<file path="src/rtl/wb_seq_pkg.sv">
// Shared types and helpers for the write-back tile sequencer.
// Contents:
//   wb_seq_state_t  sequencer state encoding (ST_ERR is reachable only when
//                   WB_SEQ_WDOG_EN is defined)
//   BPW             bytes per memory word for the default 64-bit memory
//   beats_for()     memory write beats needed for a tile with n active FIFOs
package wb_seq_pkg;

  typedef enum logic [2:0] {
    ST_IDLE      = 3'd0,
    ST_WAIT_TILE = 3'd1,
    ST_START     = 3'd2,
    ST_WRITE     = 3'd3,
    ST_RELEASE   = 3'd4,
    ST_ERR       = 3'd5
  } wb_seq_state_t;

  localparam int unsigned MEM_DATA_WIDTH_DEF = 64;
  localparam int unsigned BPW                = MEM_DATA_WIDTH_DEF / 8;

  // Each of the n FIFOs writes ceil(n/bpw) words, so the total is n*ceil(n/bpw).
  function automatic logic [5:0] beats_for(input logic [4:0] n, input int unsigned bpw = BPW);
    int unsigned nn;
    int unsigned words;
    nn    = 32'(n);
    words = (nn + bpw - 1) / bpw;
    return 6'(nn * words);
  endfunction

endpackage

</file>
<file path="src/rtl/wb_seq_watchdog.sv">
// Write-progress watchdog for the write-back tile sequencer.
// Built only when WB_SEQ_WDOG_EN is defined.
// Ports:
//   clk, rst   clock and synchronous active-high reset
//   clear      restart the count (tile start, accepted write beat, abort)
//   count_en   count while the sequencer is waiting on write beats
//   expired    count_en is high and WDOG_CYCLES cycles have passed with no clear
module wb_seq_watchdog #(
  parameter int unsigned WDOG_CYCLES = 1024
) (
  input  logic clk,
  input  logic rst,
  input  logic clear,
  input  logic count_en,
  output logic expired
);

  localparam int unsigned CW = $clog2(WDOG_CYCLES + 1);

  logic [CW-1:0] cnt_q, cnt_d;

  assign expired = count_en && (cnt_q == CW'(WDOG_CYCLES - 1));

  always_comb begin
    cnt_d = cnt_q;
    if (clear) begin
      cnt_d = '0;
    end else if (count_en && !expired) begin
      cnt_d = cnt_q + CW'(1);
    end
  end

  always_ff @(posedge clk) begin
    if (rst) begin
      cnt_q <= '0;
    end else begin
      cnt_q <= cnt_d;
    end
  end

endmodule

</file>
<file path="src/rtl/wb_tile_sequencer.sv">
// Multi-tile output write-back sequencer.
// For each systolic-array result tile it drives base address and active FIFO
// count into the write_back engine, pulses wb_start, forwards memory write acks
// as wb_data_written, counts beats to find the end of the tile, then releases
// the array buffer (tile_ack) and moves to the next tile.
// Optional feature macro: WB_SEQ_WDOG_EN adds a write watchdog, an ERR state,
// the WDOG_CYCLES parameter and the err_flag output.
// Ports:
//   clk, rst, clr                    clock, sync reset, sync abort
//   cfg_*  / cfg_ready               layer configuration handshake (IDLE only)
//   tile_valid / tile_ack            systolic array result buffer handshake
//   mem_wr_ack                       memory accepted a write word
//   wb_clr, wb_start, wb_base_addr,
//   wb_stride_chan, wb_fifo_num,
//   wb_data_written                  write_back engine control
//   busy, all_done, tile_idx         status
//   err_flag                         sticky watchdog error (WB_SEQ_WDOG_EN only)
//
// state        | meaning
// IDLE         | waiting for a layer configuration
// WAIT_TILE    | waiting for the array to hold a finished tile
// START        | one-cycle start pulse into write_back
// WRITE        | counting memory write beats for the current tile
// RELEASE      | release array buffer, advance address / tile index
// ERR          | watchdog expired, abort write_back (WB_SEQ_WDOG_EN only)
module wb_tile_sequencer
  import wb_seq_pkg::*;
#(
  parameter int unsigned ADDR_WIDTH     = 8,
  parameter int unsigned MEM_DATA_WIDTH = 64,
  parameter int unsigned ARRAY_SIZE     = 16,
  parameter int unsigned TILE_W         = 8
`ifdef WB_SEQ_WDOG_EN
  ,
  parameter int unsigned WDOG_CYCLES    = 1024
`endif
) (
  input  logic                  clk,
  input  logic                  rst,
  input  logic                  clr,
  input  logic                  cfg_valid,
  output logic                  cfg_ready,
  input  logic [TILE_W-1:0]     cfg_num_tiles,
  input  logic [ADDR_WIDTH-1:0] cfg_base_addr,
  input  logic [ADDR_WIDTH-1:0] cfg_tile_step,
  input  logic [ADDR_WIDTH-1:0] cfg_stride_chan,
  input  logic [4:0]            cfg_last_fifo_num,
  input  logic                  tile_valid,
  output logic                  tile_ack,
  input  logic                  mem_wr_ack,
  output logic                  wb_clr,
  output logic                  wb_start,
  output logic [ADDR_WIDTH-1:0] wb_base_addr,
  output logic [ADDR_WIDTH-1:0] wb_stride_chan,
  output logic [4:0]            wb_fifo_num,
  output logic                  wb_data_written,
  output logic                  busy,
  output logic                  all_done,
  output logic [TILE_W-1:0]     tile_idx
`ifdef WB_SEQ_WDOG_EN
  ,
  output logic                  err_flag
`endif
);

  localparam int unsigned BPW_L = MEM_DATA_WIDTH / 8;

  wb_seq_state_t         state_q, state_d;
  logic [TILE_W-1:0]     num_tiles_q, num_tiles_d;
  logic [ADDR_WIDTH-1:0] step_q, step_d;
  logic [ADDR_WIDTH-1:0] stride_q, stride_d;
  logic [4:0]            last_fifo_q, last_fifo_d;
  logic [ADDR_WIDTH-1:0] cur_addr_q, cur_addr_d;
  logic [TILE_W-1:0]     tile_idx_q, tile_idx_d;
  logic [4:0]            fifo_num_q, fifo_num_d;
  logic [5:0]            beats_exp_q, beats_exp_d;
  logic [5:0]            beat_cnt_q, beat_cnt_d;
  logic                  all_done_q, all_done_d;
  logic                  wb_clr_q, wb_clr_d;

  logic                  last_tile;
  logic [4:0]            fifo_sel;
  logic                  wdog_expired;

  assign last_tile = (tile_idx_q == num_tiles_q - TILE_W'(1));

  // Only the last tile may be partial; 0 or out-of-range means a full tile.
  assign fifo_sel = (!last_tile || last_fifo_q == 5'd0 || last_fifo_q > 5'(ARRAY_SIZE))
                    ? 5'(ARRAY_SIZE) : last_fifo_q;

`ifdef WB_SEQ_WDOG_EN
  logic err_flag_q, err_flag_d;

  wb_seq_watchdog #(
    .WDOG_CYCLES (WDOG_CYCLES)
  ) u_wdog (
    .clk      (clk),
    .rst      (rst),
    .clear    (clr || state_q == ST_START || (state_q == ST_WRITE && mem_wr_ack)),
    .count_en (state_q == ST_WRITE),
    .expired  (wdog_expired)
  );

  assign err_flag = err_flag_q;
`else
  assign wdog_expired = 1'b0;
`endif

  always_comb begin
    state_d     = state_q;
    num_tiles_d = num_tiles_q;
    step_d      = step_q;
    stride_d    = stride_q;
    last_fifo_d = last_fifo_q;
    cur_addr_d  = cur_addr_q;
    tile_idx_d  = tile_idx_q;
    fifo_num_d  = fifo_num_q;
    beats_exp_d = beats_exp_q;
    beat_cnt_d  = beat_cnt_q;
    all_done_d  = 1'b0;
    wb_clr_d    = 1'b0;
`ifdef WB_SEQ_WDOG_EN
    err_flag_d  = err_flag_q;
`endif

    unique case (state_q)
      ST_IDLE: begin
        if (cfg_valid) begin
          num_tiles_d = cfg_num_tiles;
          step_d      = cfg_tile_step;
          stride_d    = cfg_stride_chan;
          last_fifo_d = cfg_last_fifo_num;
          cur_addr_d  = cfg_base_addr;
          tile_idx_d  = '0;
          beat_cnt_d  = '0;
`ifdef WB_SEQ_WDOG_EN
          err_flag_d  = 1'b0;
`endif
          if (cfg_num_tiles == '0) begin
            all_done_d = 1'b1;
          end else begin
            state_d = ST_WAIT_TILE;
          end
        end
      end
      ST_WAIT_TILE: begin
        if (tile_valid) begin
          fifo_num_d  = fifo_sel;
          beats_exp_d = beats_for(fifo_sel, BPW_L);
          state_d     = ST_START;
        end
      end
      ST_START: begin
        beat_cnt_d = '0;
        state_d    = ST_WRITE;
      end
      ST_WRITE: begin
        // A beat in the same cycle as expiry counts as progress.
        if (mem_wr_ack) begin
          beat_cnt_d = beat_cnt_q + 6'd1;
          if (beat_cnt_q == beats_exp_q - 6'd1) begin
            state_d = ST_RELEASE;
          end
        end else if (wdog_expired) begin
`ifdef WB_SEQ_WDOG_EN
          err_flag_d = 1'b1;
`endif
          state_d = ST_ERR;
        end
      end
      ST_RELEASE: begin
        cur_addr_d = cur_addr_q + step_q;
        if (last_tile) begin
          state_d = ST_IDLE;
        end else begin
          tile_idx_d = tile_idx_q + TILE_W'(1);
          state_d    = ST_WAIT_TILE;
        end
      end
      default: begin
        state_d = ST_IDLE;
      end
    endcase

    if (clr) begin
      state_d    = ST_IDLE;
      cur_addr_d = '0;
      tile_idx_d = '0;
      beat_cnt_d = '0;
      all_done_d = 1'b0;
      wb_clr_d   = 1'b1;
    end
  end

  always_ff @(posedge clk) begin
    if (rst) begin
      state_q     <= ST_IDLE;
      num_tiles_q <= '0;
      step_q      <= '0;
      stride_q    <= '0;
      last_fifo_q <= '0;
      cur_addr_q  <= '0;
      tile_idx_q  <= '0;
      fifo_num_q  <= '0;
      beats_exp_q <= '0;
      beat_cnt_q  <= '0;
      all_done_q  <= 1'b0;
      wb_clr_q    <= 1'b0;
`ifdef WB_SEQ_WDOG_EN
      err_flag_q  <= 1'b0;
`endif
    end else begin
      state_q     <= state_d;
      num_tiles_q <= num_tiles_d;
      step_q      <= step_d;
      stride_q    <= stride_d;
      last_fifo_q <= last_fifo_d;
      cur_addr_q  <= cur_addr_d;
      tile_idx_q  <= tile_idx_d;
      fifo_num_q  <= fifo_num_d;
      beats_exp_q <= beats_exp_d;
      beat_cnt_q  <= beat_cnt_d;
      all_done_q  <= all_done_d;
      wb_clr_q    <= wb_clr_d;
`ifdef WB_SEQ_WDOG_EN
      err_flag_q  <= err_flag_d;
`endif
    end
  end

  assign cfg_ready       = (state_q == ST_IDLE);
  assign busy            = (state_q != ST_IDLE);
  assign wb_start        = (state_q == ST_START);
  assign tile_ack        = (state_q == ST_RELEASE);
  assign wb_data_written = (state_q == ST_WRITE) && mem_wr_ack;
  // Zero-tile layers finish from a register; normal layers finish with the last release.
  assign all_done        = all_done_q || (state_q == ST_RELEASE && last_tile);
  assign wb_clr          = wb_clr_q || (state_q == ST_ERR);
  assign wb_base_addr    = cur_addr_q;
  assign wb_stride_chan  = stride_q;
  assign wb_fifo_num     = fifo_num_q;
  assign tile_idx        = tile_idx_q;

endmodule

</file>
<file path="config.mk">
export PLATFORM = sky130hd
export DESIGN_NAME = wb_tile_sequencer
export DESIGN_NICKNAME = d
export VERILOG_FILES = /design/src/rtl/wb_seq_pkg.sv /design/src/rtl/wb_seq_watchdog.sv /design/src/rtl/wb_tile_sequencer.sv
export SDC_FILE = /design/constraint.sdc
export NUM_CORES = 1
export LEC_CHECK = 0
export BUFFER_PORTS_ARGS = -buffer_cell sky130_fd_sc_hd__buf_2
export CAP_MARGIN = 25
export CORE_MARGIN = 2
export CORE_UTILIZATION = 50
export DETAILED_ROUTE_END_ITERATION = 7
export GPL_TIMING_DRIVEN = 0
export PLACE_DENSITY = 0.74
export SYNTH_ARGS = -nofsm -noshare
export SYNTH_HDL_FRONTEND = slang
export SYNTH_SLANG_ARGS = --single-unit
</file>
<file path="constraint.sdc">
create_clock -name clk -period 6.4 [get_ports clk]
set_clock_uncertainty 0.15 [all_clocks]
set_input_delay 0.32 -clock clk [delete_from_list [all_inputs] [get_ports clk]]
set_output_delay 0.32 -clock clk [all_outputs]
set_load 0.01 [all_outputs]
</file>
==> flow_metrics.tcl <==
set metrics [dict create \
    grt_use_met2_pct 39.4 \
    syn_area_sq_um 3760 \
    overflow 0 \
    final_cell_mix "89 x nand2_1, 82 x buf_2, 67 x dfxtp_1" \
    p_sw_uw 265 \
    fmax_mhz 199 \
    cts_setup_buffers 0 \
    synthMuxAreaShare_pct 0.831 \
    cts_tree "done" \
    rows 31 \
    cp.required_ns 6.53 \
    synth_edf_count 0 \
    cp.arrival_ns 5.15 \
    syn_to_final_growth_pct 21.0 \
    crit_type "register to register" \
    wl_um 9020 \
    slew_headroom_pct 59.3 \
    p_comb_share_pct 12.9 \
    first_pass_iters 4 \
    numCtsBuffers 9 \
    clk_pin_slew_worst_paths_ns 0.08 \
    leakagePower_nw 1.99 \
    critPathCaptureType "register" \
    insertedDiodeCount 0 \
    ys_seq_area_share_pct 35.6 \
    synth-simple-area-share_pct 24.6 \
    status "completed" \
    synth-compound-area-share_pct 16.2 \
    final_nets 612 \
    ys.flop_type "dfxtp_1" \
    crit_fanout 4 \
    dp_hpwl_um 6840 \
    setup_viol 0 \
    synth_top_family_by_area "simple AND/OR/NAND/NOR gates" \
    grt_max_degree 13 \
    antenna_left 0 \
    instances_no_fill 646 \
    gr-usage-met3_pct 5.09 \
    clock_latency_ns 0.36 \
    finalHoldViolations 0 \
    core-area_sq_um 7250 \
    pwr-share-seq_pct 41.9 \
    cts_resized 0 \
    finalCritPeriodShare_pct 78.5 \
    yosysUniqueCellTypes 58 \
    top_usage_layer "met2" \
    ys_ff_latch 67 \
    maxCapViolations 0 \
    peakVddDrop_v 0.000196 \
    synthAdderAreaFrac_pct 9.57 \
    async_reset_ff_share_pct 0 \
    slew_violations 0 \
    die_area_sq_um 8240 \
    grt_pass1_wl_um 15500 \
    gp_congestion 0.877 \
    rsz0062_at_grt "no" \
    via_per_inst 5.28 \
    port_buffers 77 \
    cts_hold_buf 0 \
    powerDensity_nw_per_um2 234 \
    post-place-cells 630 \
    hold_path.class "input port to register" \
    clock_sink_count 67 \
    clock_power_share_pct 45.1 \
    p_int_uw 800 \
    netlist_instances 452 \
    synthXorXnorAreaFrac_pct 8.81 \
    drt_iter0_drc 146 \
    die_h_um 90.8 \
    initial_utilization_pct 51.9 \
    clk_path_buf_depth 2 \
    use_met1_pct 28.8 \
    fin_crit_ns 5.02 \
    cts_max_level 3 \
    vias 3412 \
    fin_util_pct 62.8 \
    finalSetupTns_ns 0 \
    syn_area_per_cell_sq_um 8.33 \
    die_x_um 90.8 \
    grt_pass1_vias 3480 \
    power.share.switching_pct 24.9 \
    root_buffer "clkbuf_8" \
    yosys_warnings 0 \
    p_total_mw 1.06 \
    design.portCount 79 \
    layout_commonest_cell "nand2_1" \
    antenna_found_initial 0 \
    wl_per_cell_um 14.0 \
    tightest_slew_ns 0.608 \
    drc 0 \
    grt_use_total_pct 23.2 \
    cp-start-kind "register" \
    drive_above_1_share_pct 22.3 \
]
## per-layer routing
metal	routed length, um	part of all wire [%]
met1	4140	46
met2	4330	48
met3	403	4.5
met4	140	1.6
met5	0	0
## critical path: stages (launching register included)
cell and delay, ns:
dfxtp_1 0.40, inv_1 0.09, ha_1 0.31, xnor2_1 0.13, nor3_1 0.34, nand3_1 0.25, nor3_4 0.26, o21a_1 0.22
inv_1 0.06, ha_1 0.30, nor4_2 0.38, and2_1 0.21, fa_1 0.43, ha_1 0.31, ha_1 0.30, ha_1 0.32
a21oi_1 0.17, xnor2_1 0.10, a211oi_1 0.21
## worst paths after layout
kind | cells after the start | slack [ns] | from | to
worst max register to register | 18 | 1.38 | num_tiles_q[0] | beats_exp_q[5]
worst max-delay path | 18 | 1.38 | num_tiles_q[0] | beats_exp_q[5]
worst min register to register | 2 | 0.30 | wb_fifo_num[0] | wb_fifo_num[0]
worst min-delay path | 3 | 0.04 | cfg_tile_step[7] | step_q[7]
## metrics by stage
stage	hold slack (ns)	setup WS [ns]	cell area, sq um
3_3_place_gp	0.288	1.55	4280
6_report	0.0363	1.38	4560
3_5_place_dp	0.293	1.49	4280
4_1_cts	0.0274	1.33	4560
2_1_floorplan	0.290	1.87	3770
5_1_grt	0.0476	1.09	4560
## power groups by stage
stage / combinational (mW) / sequential (mW) / clock, mW
floorplan: 0.0921 / 0.456 / 0
global placement: 0.132 / 0.456 / 0
detailed placement: 0.136 / 0.456 / 0
CTS: 0.138 / 0.447 / 0.489
global route: 0.153 / 0.449 / 0.504
finish: 0.138 / 0.446 / 0.481
## flip-flops by register name, indices dropped and copies added (netlist names)
register and count:
wb_base_addr 8, wb_fifo_num 5, wb_stride_chan 8, state_q 3, all_done_q 1, num_tiles_q 8, beats_exp_q 6, wb_clr_q 1
beat_cnt_q 6, tile_idx 8, step_q 8, last_fifo_q 5
## area by class of cell
type | instances | area [sq um]
plain buffers | 22 | 119
clock buffers | 10 | 138
clock inverters | 6 | 136
fillers | 657 | 2700
inverters | 12 | 45.0
multi-input cells | 353 | 2270
flip-flops and latches | 67 | 1340
well taps | 99 | 124
repair buffers | 77 | 385
## kinds of logic (layout without fill, tap and decap cells)
kind of cell / count (synthesis) / after routing
AO/OA/AOI/OAI: 94 / 94
buffers and inverters: 34 / 127
multiplexers: 3 / 3
AND/OR/NAND/NOR: 189 / 189
XOR/XNOR: 37 / 37
other: 1 / 3
adder cells (fa/ha/maj): 27 / 27
flip-flops: 67 / 67
## synthesized netlist by cell type, types with 6 or more instances
library cell / instances / area, sq um
dfxtp_1: 67 / 1340
nand2_1: 89 / 334
xor2_1: 12 / 105
a21oi_1: 49 / 245
a22oi_1: 6 / 45.0
and2_1: 7 / 43.8
xnor2_1: 24 / 210
nand3_1: 11 / 55.1
nand2b_1: 6 / 37.5
inv_1: 11 / 41.3
nor2b_1: 7 / 43.8
nor2_1: 30 / 113
ha_1: 24 / 300
clkbuf_1: 12 / 45.0
(Power assumes the default switching activity.)
